[config.mk]
export PLATFORM = sky130hd
export DESIGN_NAME = timerio_flat
export DESIGN_NICKNAME = d
export VERILOG_FILES = /design/src/rtl/timerio_pkg.sv /design/src/rtl/timerio_if.sv /design/src/rtl/timerio_prescaler.sv /design/src/rtl/timerio.sv /design/src/flat_wrapper.sv
export SDC_FILE = /design/constraint.sdc
export NUM_CORES = 1
export LEC_CHECK = 0
export ABC_AREA = 1
export CAP_MARGIN = 25
export CORE_MARGIN = 2
export CORE_UTILIZATION = 62
export CTS_BUF_LIST = sky130_fd_sc_hd__clkbuf_16
export DETAILED_ROUTE_END_ITERATION = 10
export PLACE_DENSITY = 0.93
export SETUP_SLACK_MARGIN = 0.15
export SYNTH_ARGS = -nofsm -noshare
export SYNTH_HDL_FRONTEND = slang
export SYNTH_SLANG_ARGS = --single-unit
[constraint.sdc]
create_clock -name clk -period 3.2 [get_ports clk]
set_clock_uncertainty 0.15 [all_clocks]
set_input_delay 0.64 -clock clk [delete_from_list [all_inputs] [get_ports clk]]
set_output_delay 0.64 -clock clk [all_outputs]
set_load 0.05 [all_outputs]
[src/rtl/timerio_pkg.sv]
// Shared register map and control-word layout for the memory-mapped down-counting timer.
package timerio_pkg;
  localparam logic [3:0] TMR_CTRL  = 4'h0;
  localparam logic [3:0] TMR_STAT  = 4'h1;
  localparam logic [3:0] TMR_PRESC = 4'h2;
  localparam logic [3:0] TMR_RLD_H = 4'h4;
  localparam logic [3:0] TMR_RLD_L = 4'h5;
  localparam logic [3:0] TMR_CNT_H = 4'h6;
  localparam logic [3:0] TMR_CNT_L = 4'h7;

  localparam int STAT_OVF = 0;

  // Field order matches CTRL bits [2:0] so a byte slice casts directly.
  typedef struct packed {
    logic reload;
    logic ie;
    logic en;
  } ctrl_t;

  function automatic logic [7:0] ctrl_pack(ctrl_t c);
    return {5'b00000, c};
  endfunction
endpackage

[src/rtl/timerio_if.sv]
// CPU-side byte bus of the timer plus its interrupt line.
interface timerio_if;
  logic [3:0] AD;
  logic [7:0] DI;
  logic [7:0] DO;
  logic       rw;
  logic       cs;
  logic       irq;

  modport master (output AD, output DI, output rw, output cs, input DO, input irq);
  modport slave  (input AD, input DI, input rw, input cs, output DO, output irq);
endinterface

[src/rtl/timerio_prescaler.sv]
// Clock prescaler: pulses tick once every div+1 enabled cycles; held at zero when disabled.
module timer_prescaler (
  input  logic       clk,
  input  logic       rst,
  input  logic       en,
  input  logic       clr,
  input  logic [7:0] div,
  output logic       tick
);
  logic [7:0] pcnt_q, pcnt_d;

  always_comb begin
    tick   = en && (pcnt_q == div);
    pcnt_d = pcnt_q + 8'd1;
    if (!en || clr || tick) pcnt_d = 8'd0;
  end

  always_ff @(posedge clk or negedge rst) begin
    if (!rst) pcnt_q <= 8'd0;
    else      pcnt_q <= pcnt_d;
  end
endmodule

[src/rtl/timerio.sv]
// 16-bit down-counting timer with periodic/one-shot interrupt and coherent byte-wise count readback.
module timerio
  import timerio_pkg::*;
#(
  parameter logic [7:0]  RST_PRESC  = 8'h00,
  parameter logic [15:0] RST_RELOAD = 16'hFFFF
) (
  input  logic      clk,
  input  logic      rst,
  timerio_if.slave  bus
);
  ctrl_t       ctrl_q, ctrl_d;
  logic        ovf_q, ovf_d;
  logic        irq_q, irq_d;
  logic [7:0]  presc_q, presc_d;
  logic [15:0] rld_q, rld_d;
  logic [15:0] cnt_q, cnt_d;
  logic [7:0]  tmp_hi_q, tmp_hi_d;
  logic [7:0]  latch_lo_q, latch_lo_d;
  logic [7:0]  do_mux;
  logic        wr_stb, rd_stb, load, tick;

  assign wr_stb = bus.cs && !bus.rw;
  assign rd_stb = bus.cs && bus.rw;
  assign load   = wr_stb && (bus.AD == TMR_CNT_L);

  timer_prescaler u_presc (
    .clk  (clk),
    .rst  (rst),
    .en   (ctrl_q.en),
    .clr  (load),
    .div  (presc_q),
    .tick (tick)
  );

  always_comb begin
    ctrl_d     = ctrl_q;
    ovf_d      = ovf_q;
    presc_d    = presc_q;
    rld_d      = rld_q;
    cnt_d      = cnt_q;
    tmp_hi_d   = tmp_hi_q;
    latch_lo_d = latch_lo_q;
    irq_d      = ovf_q && ctrl_q.ie;

    // Clear first so a same-edge underflow re-sets OVF.
    if (wr_stb && bus.AD == TMR_STAT && bus.DI[STAT_OVF]) ovf_d = 1'b0;

    if (load) begin
      cnt_d = {tmp_hi_q, bus.DI};
    end else if (tick) begin
      if (cnt_q != 16'h0000) begin
        cnt_d = cnt_q - 16'd1;
      end else begin
        ovf_d = 1'b1;
        if (ctrl_q.reload) cnt_d = rld_q;
        else               ctrl_d.en = 1'b0;
      end
    end

    // Register writes come after the tick so a CTRL write overrides the one-shot stop.
    if (wr_stb) begin
      case (bus.AD)
        TMR_CTRL:  ctrl_d         = ctrl_t'(bus.DI[2:0]);
        TMR_PRESC: presc_d        = bus.DI;
        TMR_RLD_H: rld_d[15:8]    = bus.DI;
        TMR_RLD_L: rld_d[7:0]     = bus.DI;
        TMR_CNT_H: tmp_hi_d       = bus.DI;
        default:   ;
      endcase
    end

    if (rd_stb && bus.AD == TMR_CNT_H) latch_lo_d = cnt_q[7:0];
  end

  always_ff @(posedge clk or negedge rst) begin
    if (!rst) begin
      ctrl_q     <= '0;
      ovf_q      <= 1'b0;
      irq_q      <= 1'b0;
      presc_q    <= RST_PRESC;
      rld_q      <= RST_RELOAD;
      cnt_q      <= 16'h0000;
      tmp_hi_q   <= 8'h00;
      latch_lo_q <= 8'h00;
    end else begin
      ctrl_q     <= ctrl_d;
      ovf_q      <= ovf_d;
      irq_q      <= irq_d;
      presc_q    <= presc_d;
      rld_q      <= rld_d;
      cnt_q      <= cnt_d;
      tmp_hi_q   <= tmp_hi_d;
      latch_lo_q <= latch_lo_d;
    end
  end

  always_comb begin
    do_mux = 8'h00;
    case (bus.AD)
      TMR_CTRL:  do_mux = ctrl_pack(ctrl_q);
      TMR_STAT:  do_mux = {7'b0000000, ovf_q};
      TMR_PRESC: do_mux = presc_q;
      TMR_RLD_H: do_mux = rld_q[15:8];
      TMR_RLD_L: do_mux = rld_q[7:0];
      TMR_CNT_H: do_mux = cnt_q[15:8];
      TMR_CNT_L: do_mux = latch_lo_q;
      default:   do_mux = 8'h00;
    endcase
  end

  assign bus.DO  = do_mux;
  assign bus.irq = irq_q;
endmodule
[src/flat_wrapper.sv]
// flat-port wrapper written by rule: the top's interface ports become plain ports
module timerio_flat import timerio_pkg::*;
#(
  parameter logic [7:0]  RST_PRESC  = 8'h00,
  parameter logic [15:0] RST_RELOAD = 16'hFFFF
)
  (clk, rst, bus_AD, bus_DI, bus_rw, bus_cs, bus_DO, bus_irq);
  timerio_if bus_i ();
  input  logic clk;
  input  logic rst;
  input wire logic [$bits(bus_i.AD)-1:0] bus_AD;
  input wire logic [$bits(bus_i.DI)-1:0] bus_DI;
  input wire logic [$bits(bus_i.rw)-1:0] bus_rw;
  input wire logic [$bits(bus_i.cs)-1:0] bus_cs;
  output wire logic [$bits(bus_i.DO)-1:0] bus_DO;
  output wire logic [$bits(bus_i.irq)-1:0] bus_irq;
  assign bus_i.AD = bus_AD;
  assign bus_i.DI = bus_DI;
  assign bus_i.rw = bus_rw;
  assign bus_i.cs = bus_cs;
  assign bus_DO = bus_i.DO;
  assign bus_irq = bus_i.irq;
  timerio #(.RST_PRESC(RST_PRESC), .RST_RELOAD(RST_RELOAD)) u_core (.clk(clk), .rst(rst), .bus(bus_i));
endmodule
# After elaboration in Yosys (flattened, before gate mapping)
# Cells that the tools add are included.
[totals]
reg_bits = 69
inputBits = 16
output_inout_bits = 9
wordCells = 59
[classes]
add_sub_neg = 2
eq_ne = 7
n_mux = 16
reduce_logical = 22
[op_table]
columns = ["op", "count"]
rows = [
  ["$mux W16", 4],
  ["$pmux W8 S7", 1],
  ["$eq A4 B3 Y1 const B", 4],
  ["$reduce_bool A16 Y1", 1],
  ["$sub A16 B1 Y16 const B", 1],
  ["$reduce_and A2 Y1", 6],
  ["$mux W1", 10],
  ["$add A8 B1 Y8 const B", 1],
  ["$eq A8 B8 Y1", 1],
  ["$logic_and A1 B1 Y1", 8],
  ["$mux W8", 1],
  ["$eq A4 B1 Y1 const B", 1],
  ["$eq A4 B2 Y1 const B", 1],
  ["$logic_not A4 Y1", 1],
  ["$reduce_bool A3 Y1", 1],
  ["$logic_not A1 Y1", 2],
  ["$logic_or A1 B1 Y1", 2],
  ["$reduce_bool A2 Y1", 1],
]

# Longest topological paths before layout
# Gate-level depths: netlist (run 1).
[logic_depth]
depth_word = 8
depth_mapped = 13

# By module
# Synthesis (run 1) repeated with hierarchy kept, for this count alone.
[unflattened]
cells_unflattened = 566
hier_area_um2 = 4017.6
[by_module_without_submodules]
columns = ["module", "instances", "cells_per_inst", "area_per_inst_um2", "seq_area_each_um2"]
rows = [
  ["timerio", 1, 487, 3470.8, 1546.5],
  ["timer_prescaler", 1, 79, 546.8, 200.2],
]

# Worst setup path after synthesis (run 1)
# OpenSTA, ideal clock, no wires.
[synth_path]
path_type = "in2out"
startpoint = "input bus_AD[2]"
endpoint = "output bus_DO[0]"
arrival_ps = 1775
slack_ps = 635
cell_stages = 4
n_path_buf = 0
path_cell_list = "inv_1 nor2_2 nand2_1 o2111ai_1"
[synth_via]
elab_chain_cells = 2
elab_cells_between_ends = 8
cone_classes = "eq/ne: 6; mux: 1; reduce/logical: 1"
[synth_rtl]
columns = ["item", "line", "text"]
rows = [
  ["start, declared", "flat_wrapper.sv:11", "input wire logic [$bits(bus_i.AD)-1:0] bus_AD;"],
  ["$eq A4 B3 Y1 (tied with other cells)", "timerio.sv:100", "case (bus.AD)"],
  ["$pmux W8 S7 (*)", "timerio.sv:100", ""],
  ["end, declared", "flat_wrapper.sv:15", "output wire logic [$bits(bus_i.DO)-1:0] bus_DO;"],
]
# Mark *: on every way between the ends. The rest lies on a longest branch, timed or not.

# Final worst setup path (run 1)
[layout_path]
startpoint = "input bus_AD[1]"
endpoint = "output bus_DO[2]"
# Same word-level chain as after synthesis.

==> run_results.csv, run 1 <==
group,metric,value,unit
yosys,syn-mean-instance-area,6.96,sq um
cts,clk_pin_slew,0.06,ns
run_status,run_status,"complete, but fails checks",
yosys,synth_area_leader_cell,"dfrtp_1",
cts,cts_made_buffers,9,
yosys,dominantRegCellSynth,"dfrtp_1",
sta,post-route-period-util,0.937,
worst_setup_path,worst-path-buf-inv,3,
floorplan,ioPinCount,25,
cells_and_area,final_area,4710,sq um
detailed_routing,drt_iter0_markers,580,
sta,rsz0062_at_grt,"yes",
sta,worstMarginPinSlew,0.869,ns
pwr,clkPwrFrac,0.249,
floorplan,die-area,7220,sq um
cts,post_cts.repair.setup_buffers,0,
sta,timing.final.hold_violations,0,
sta,max_freq,0.334,GHz
cts,post_cts.resized_instances,0,
pwr,seq_power_share,0.350,
placement,port_bufs,24,
yosys,synth_commonest_cells,"nand2_1 (233), inv_1 (65), dfrtp_1 (53)",
sta,totalNegativeSetupSlack,0,ns
yosys,synthDistinctLibCells,35,
sta,fin_worst_hold_slack,0.337,ns
cells_and_area,drive_gt1_frac,0.106,
pwr,power.switching,1.67,mW
yosys,ys_async_sr_fraction,1.00,
yosys,post-synth-top-area-fraction,0.326,
cells_and_area,finalNetCount,628,
floorplan,initial_core_util,0.640,
sta,min_period,3.00,ns
detailed_routing,wl,11800,um
detailed_routing,detail_route.first_pass.iterations,9,
cts,tritoncts,"yes",
detailed_routing,avgRoutedWirePerCell,17.0,um
sta,finalSetupViolCount,0,
run_status,violations,"DRC",
detailed_routing,antenna_left,0,
floorplan,fp.dieW,85.0,um
yosys,synthesis_stage_register_bit_count,69,
cells_and_area,areaGrowthSynthToFinish,16.0,%
sta,maxSlewViolCount,0,
yosys,synth-edff-count,0,
pwr,total_power,3.91,mW
cts,cts_root_buffer,"clkbuf_16",
min_path,worstHoldPathType,"flip-flop to flip-flop",
yosys,synth-seq-area-share,0.430,
worst_setup_path,worstSetupStartpointType,"primary input",
grt,grt_pass1_vias,4047,
grt,antenna_found_initial,0,
worst_setup_path,cpLargestDelayFamily,"buffers and inverters",
grt,global_route.overflow_total,0,
grt,grt_max_degree,70,
pwr,internal_power,2.24,mW
worst_setup_path,critPathCaptureType,"output pin",
placement,place_area,4420,sq um
worst_setup_path,reg2reg_slack,1.02,ns
worst_setup_path,worst-setup-path-type,"primary input to output pin",
yosys,mappedNetlistArea,4060,sq um
worst_setup_path,data_arrival_time_at_the_worst_slack_endpoint,2.21,ns
worst_setup_path,path_max_fanout,6,
pwr,switching_share,0.427,
yosys,yosys-top-cells-area,"dfrtp_1 (33%), nand2_1 (22%), dfstp_2 (10%)",
pwr,p_per_area,830,nW/um^2
pwr,irDropWorstVdd,0.546,mV
pwr,p_leak,2.44,nW
sta,slew_headroom,0.421,
worst_setup_path,crit_slowest_cell,"clkdlybuf4s50_1",
cts,bufs_on_longest_clock_path,2,
placement,place_hpwl,8630,um
yosys,synthesis.yosys.warnings,0,
worst_setup_path,crit_required,2.41,ns
cts,clk_latency,0.33,ns
yosys,synth_nets,603,
detailed_routing,drc,2,
worst_setup_path,timing.critical_path.slowest_cell_delay,0.53,ns
flow_run,cap_viol_max_count,0,
grt,first_pass_grt_wire_length,19300,um
grt,grt.total_usage,0.344,
yosys,post_synth_inst_count,584,
cts,cts.hold.buffers_added,0,
cells_and_area,count_of_antenna_diodes_in_the_layout,0,
cts,cts.sinks,69,
placement,final_weighted_congestion_in_routability_driven_placement,0.975,
yosys,yosys.cell_count.top_type,"nand2_1",
detailed_routing,via_count,4157,
floorplan,dieHeight,85.0,um
floorplan,placement_row_count,29,
detailed_routing,avgViaCountPerCell,6.02,
worst_setup_path,timing.critical_path.cells,"clkdlybuf4s50_1, nor2_1, nand2_1, inv_2, a22o_1, a21oi_1, nand4_1, buf_12",
pwr,power.combinational.fraction,0.400,
cts,htree_num_levels,3,
floorplan,design.core.area,6350,sq um
==> sequential cells by signal (all words and copies together) (netlist names) <==
name                   count
u_core.bus.irq             1
u_core.cnt_q              16
u_core.ctrl_q              3
u_core.latch_lo_q          8
u_core.ovf_q               1
u_core.presc_q             8
u_core.rld_q              16
u_core.tmp_hi_q            8
u_core.u_presc.pcnt_q      8
==> cell usage in the layout, fill, tap and decap left out, types with 2 or more instances in the layout <==
master and n:
nor3_1 3, nor3b_1 3, nand2_1 232, nor2_2 5, dfstp_2 16, o22ai_1 2, buf_4 2, clkinv_2 3
clkinvlp_4 2, a22o_1 2, nand3_2 2, inv_1 64, o21ai_0 43, nand4_1 6, clkdlybuf4s50_1 15, nor2_4 3
buf_12 8, a21oi_1 13, ha_1 3, nand2_2 4, clkbuf_16 9, nor2_1 48, nand3_1 41, xor2_1 4
o21ai_1 8, dfrtp_1 53, o211ai_1 2, o221ai_1 3, inv_2 4
==> power by group through the flow <==
stage | Combinational [mW] | Sequential (mW) | Clock [mW]
5_1_grt | 1.77 | 1.38 | 1.01
4_1_cts | 1.53 | 1.35 | 0.980
6_report | 1.57 | 1.37 | 0.975
3_5_place_dp | 1.52 | 1.36 | 0
2_1_floorplan | 1.13 | 1.29 | 0
3_3_place_gp | 1.47 | 1.35 | 0
==> tightest hold or removal path, delay by kind of cell (launching register included) <==
kind / cells / cell delay [ns]
and+or+nand+nor: 1 / 0.05
DFF: 1 / 0.34
AOI/OAI and AO/OA: 1 / 0.06
==> through the flow <==
step                utilization  cells  setup slack, ns
finish                    0.742    691            0.203
global route              0.742    691           0.0918
global placement          0.696    675            0.265
floorplan                     -    584            0.635
CTS                       0.741    691            0.182
detailed placement        0.696    675            0.190
==> path summary, 6_finish.rpt <==
check,startpoint,endpoint,cells past startpoint
worst max-delay path,bus_AD[1],bus_DO[2],8
worst min-delay path,u_core.tmp_hi_q[5]$_DFFE_PN0P_,u_core.tmp_hi_q[5]$_DFFE_PN0P_,2
worst max register to register,u_core.cnt_q[0]$_DFFE_PN0P_,u_core.cnt_q[3]$_DFFE_PN0P_,11
worst min register to register,u_core.tmp_hi_q[5]$_DFFE_PN0P_,u_core.tmp_hi_q[5]$_DFFE_PN0P_,2
max in group asynchronous,rst,u_core.cnt_q[14]$_DFFE_PN0P_,2
min in group asynchronous,rst,u_core.latch_lo_q[0]$_DFFE_PN0P_,2
==> per-layer routing <==
layer / global-route usage / share of wire
met5: 0 / 0
met2: 0.525 / 0.45
met1: 0.449 / 0.39
met4: 0.225 / 0.063
met3: 0.0661 / 0.099
==> kinds of logic (layout without fill, tap and decap cells) <==
logic type      Yosys count  count (layout)  synth area share
xor+xnor                  5               5            0.0108
simple gates            350             350             0.363
compound gates           76              76             0.104
buf+inv                  81             111            0.0822
fa+ha+maj                 3               3           0.00924
flops                    69              69             0.430
==> final cells by class <==
class	count	area [sq um]
sequential	69	1750
fill	486	1640
multi-input combinational	434	1990
clock buffer	9	225
inverter	69	262
clock inverter	7	66.3
tap	77	96.3
timing repair buffer	26	330
Note: power is estimated with default switching activity, not from simulation.
==> inputs of run 2 (changes only) <==
Settings changed: ABC_CLOCK_PERIOD_IN_PS set to 3200.
==> results of run 2 <==
No change in the layout: final DEF, timing and power equal those of run 1.
==> inputs of run 3 (changes only) <==
Settings changed: ABC_CLOCK_PERIOD_IN_PS 3200 to 3600, PLACE_DENSITY 0.93 to not set, PLACE_DENSITY_LB_ADDON set to 0.1.
Clock period 3.2 ns to 3.6 ns, I/O delays scaled along.
==> run 3 against run 2 <==
Against the previous run:
- the flow now finishes without violations
- clock power decreased by 16%
- critical endpoint is now bus_DO[4]
- via count shrank 2.3%
- final cell count down 0.14%
- non-clock buffer count fell by 1
- register-to-register slack better by 0.33 ns
- flip-flop and latch count stayed put
- core utilization is 0.24 points lower
- global-route usage up 0.091 points
- count of clock-buffer cells in the layout stayed put
- worst hold slack got worse by 0.050 ns
==> run_results.csv, run 3 (same netlist as run 1, synthesis figures left out) <==
group,metric,value,unit
worst_setup_path,timing.critical_path.slowest_cell_delay,0.52,ns
sta,worstMarginPinSlew,0.735,ns
placement,place_hpwl,8570,um
placement,place_area,4420,sq um
sta,rsz0062_at_grt,"no",
pwr,internal_power,1.93,mW
detailed_routing,antenna_left,0,
worst_setup_path,worst-path-buf-inv,4,
grt,global_route.overflow_total,0,
pwr,switching_share,0.439,
floorplan,fp.dieW,85.0,um
cells_and_area,fillCellCount,482,
floorplan,design.core.area,6350,sq um
detailed_routing,drc,0,
sta,totalNegativeSetupSlack,0,ns
placement,dp_worst_setup_slack,0.427,ns
cells_and_area,drive_gt1_frac,0.0995,
cts,clk_pin_slew,0.06,ns
worst_setup_path,worstSetupStartpointType,"primary input",
floorplan,placement_row_count,29,
grt,grt.total_usage,0.345,
pwr,power.combinational.fraction,0.401,
sta,min_period,3.21,ns
pwr,p_leak,2.45,nW
cts,cts.sinks,69,
pwr,power.switching,1.51,mW
placement,port_bufs,24,
grt,grt_max_degree,37,
worst_setup_path,cpLargestDelayFamily,"buffers and inverters",
sta,timing.final.hold_violations,0,
cts,cts_root_buffer,"clkbuf_16",
cells_and_area,final_area,4700,sq um
sta,maxSlewViolCount,0,
cells_and_area,areaGrowthSynthToFinish,15.6,%
pwr,total_power,3.44,mW
cells_and_area,finalNetCount,627,
detailed_routing,drt_iter0_markers,489,
floorplan,ioPinCount,25,
cts,tritoncts,"yes",
worst_setup_path,data_arrival_time_at_the_worst_slack_endpoint,2.34,ns
sta,slew_headroom,0.510,
sta,finalSetupViolCount,0,
floorplan,initial_core_util,0.640,
cts,clk_latency,0.34,ns
worst_setup_path,crit_required,2.73,ns
pwr,clkPwrFrac,0.239,
grt,grt_pass1_vias,3710,
detailed_routing,avgRoutedWirePerCell,17.2,um
cts,cts.hold.buffers_added,0,
floorplan,die-area,7220,sq um
detailed_routing,via_count,4063,
pwr,p_per_area,732,nW/um^2
worst_setup_path,worst-setup-path-type,"primary input to output pin",
run_status,run_status,"complete, no violations",
cts,htree_num_levels,3,
worst_setup_path,timing.critical_path.cells,"clkdlybuf4s50_1, inv_1, nor2_1, nand2_1, inv_1, nand2_1, o21ai_0, a21oi_1, o221ai_1, buf_12",
cts,bufs_on_longest_clock_path,2,
cells_and_area,final_cell_mix,"nand2_1 (233), inv_1 (66), dfrtp_1 (53), nor2_1 (48), o21ai_0 (45)",
floorplan,dieHeight,85.0,um
sta,max_freq,0.311,GHz
cells_and_area,largest_registers,"u_core.cnt_q x16, u_core.rld_q x16",
cells_and_area,reg_area,1750,sq um
detailed_routing,wl,11900,um
pwr,irDropWorstVdd,0.482,mV
worst_setup_path,reg2reg_slack,1.35,ns
flow_run,cap_viol_max_count,0,
placement,final_weighted_congestion_in_routability_driven_placement,0.961,
worst_setup_path,crit_slowest_cell,"clkdlybuf4s50_1",
sta,final.setup.worst_slack,0.388,ns
cells_and_area,layout.cells.most_common,"nand2_1",
min_path,worstHoldPathType,"primary input to async pin",
cts,cts_made_buffers,9,
detailed_routing,detail_route.first_pass.iterations,6,
cts,post_cts.resized_instances,0,
sta,post-route-period-util,0.892,
cells_and_area,count_of_antenna_diodes_in_the_layout,0,
worst_setup_path,critPathCaptureType,"output pin",
detailed_routing,avgViaCountPerCell,5.89,
cells_and_area,area_of_the_multi_input_gates,1980,sq um
grt,antenna_found_initial,0,
worst_setup_path,path_max_fanout,8,
cts,post_cts.repair.setup_buffers,0,
grt,first_pass_grt_wire_length,18900,um
pwr,seq_power_share,0.360,
==> run 3: changes by cell type in the layout (fill, tap and decap cells not counted), moves of 2 or more <==
cell,before,now
buf_4,2,0
clkinv_4,0,3
clkinvlp_4,2,0
inv_1,64,66
inv_2,4,2
o21ai_0,43,45
o21ai_1,8,6
==> run 3: area by class of cell <==
type                    instances  share of cell area
multi-input cells             434               0.422
well taps                      77              0.0205
flip-flops and latches         69               0.372
clock inverters                 7              0.0107
clock buffers                   9              0.0479
repair buffers                 25              0.0714
inverters                      69              0.0557
==> run 3: per-stage QoR <==
stage / hold slack, ns / cells / util
2_1_floorplan: 0.274 / 584 / -
3_3_place_gp: 0.315 / 674 / 0.696
3_5_place_dp: 0.324 / 674 / 0.696
4_1_cts: 0.313 / 690 / 0.740
5_1_grt: 0.355 / 690 / 0.740
6_report: 0.286 / 690 / 0.740
==> run 3: routing by layer <==
metal  global-route usage  up-vias  share of wire
met5                    0        -              0
met3               0.0788       52           0.12
met1                0.472     1842           0.40
met4                0.173        0          0.049
li1                     -     1897              -
met2                0.520      272           0.43
==> run 3: final timing paths <==
path,startpoint,end,cells after the start
hold / removal,rst,u_core.u_presc.pcnt_q[2]$_DFF_PN0_,1
min in group clk,u_core.latch_lo_q[0]$_DFFE_PN0P_,u_core.latch_lo_q[0]$_DFFE_PN0P_,2
setup reg to reg,u_core.cnt_q[10]$_DFFE_PN0P_,u_core.cnt_q[3]$_DFFE_PN0P_,10
setup / recovery,bus_AD[0],bus_DO[4],10
hold reg to reg,u_core.latch_lo_q[0]$_DFFE_PN0P_,u_core.latch_lo_q[0]$_DFFE_PN0P_,2
max in group asynchronous,rst,u_core.rld_q[15]$_DFFE_PN1P_,2
==> run 3: power groups by stage <==
| stage | Combinational, mW | Clock (mW) | Sequential [mW] |
|---|---|---|---|
| 3_5_place_dp | 1.33 | 0 | 1.23 |
| 5_1_grt | 1.54 | 0.858 | 1.25 |
| 3_3_place_gp | 1.31 | 0 | 1.23 |
| 6_report | 1.38 | 0.821 | 1.24 |
| 4_1_cts | 1.35 | 0.819 | 1.22 |
| 2_1_floorplan | 1.01 | 0 | 1.14 |
==> run 3: worst reg2reg max path: cells and delay by family (launching register included) <==
| family | cells | cell delay, ns |
|---|---|---|
| AND/OR/NAND/NOR | 9 | 1.30 |
| flip-flops | 1 | 0.47 |
| AO/OA/AOI/OAI | 1 | 0.22 |
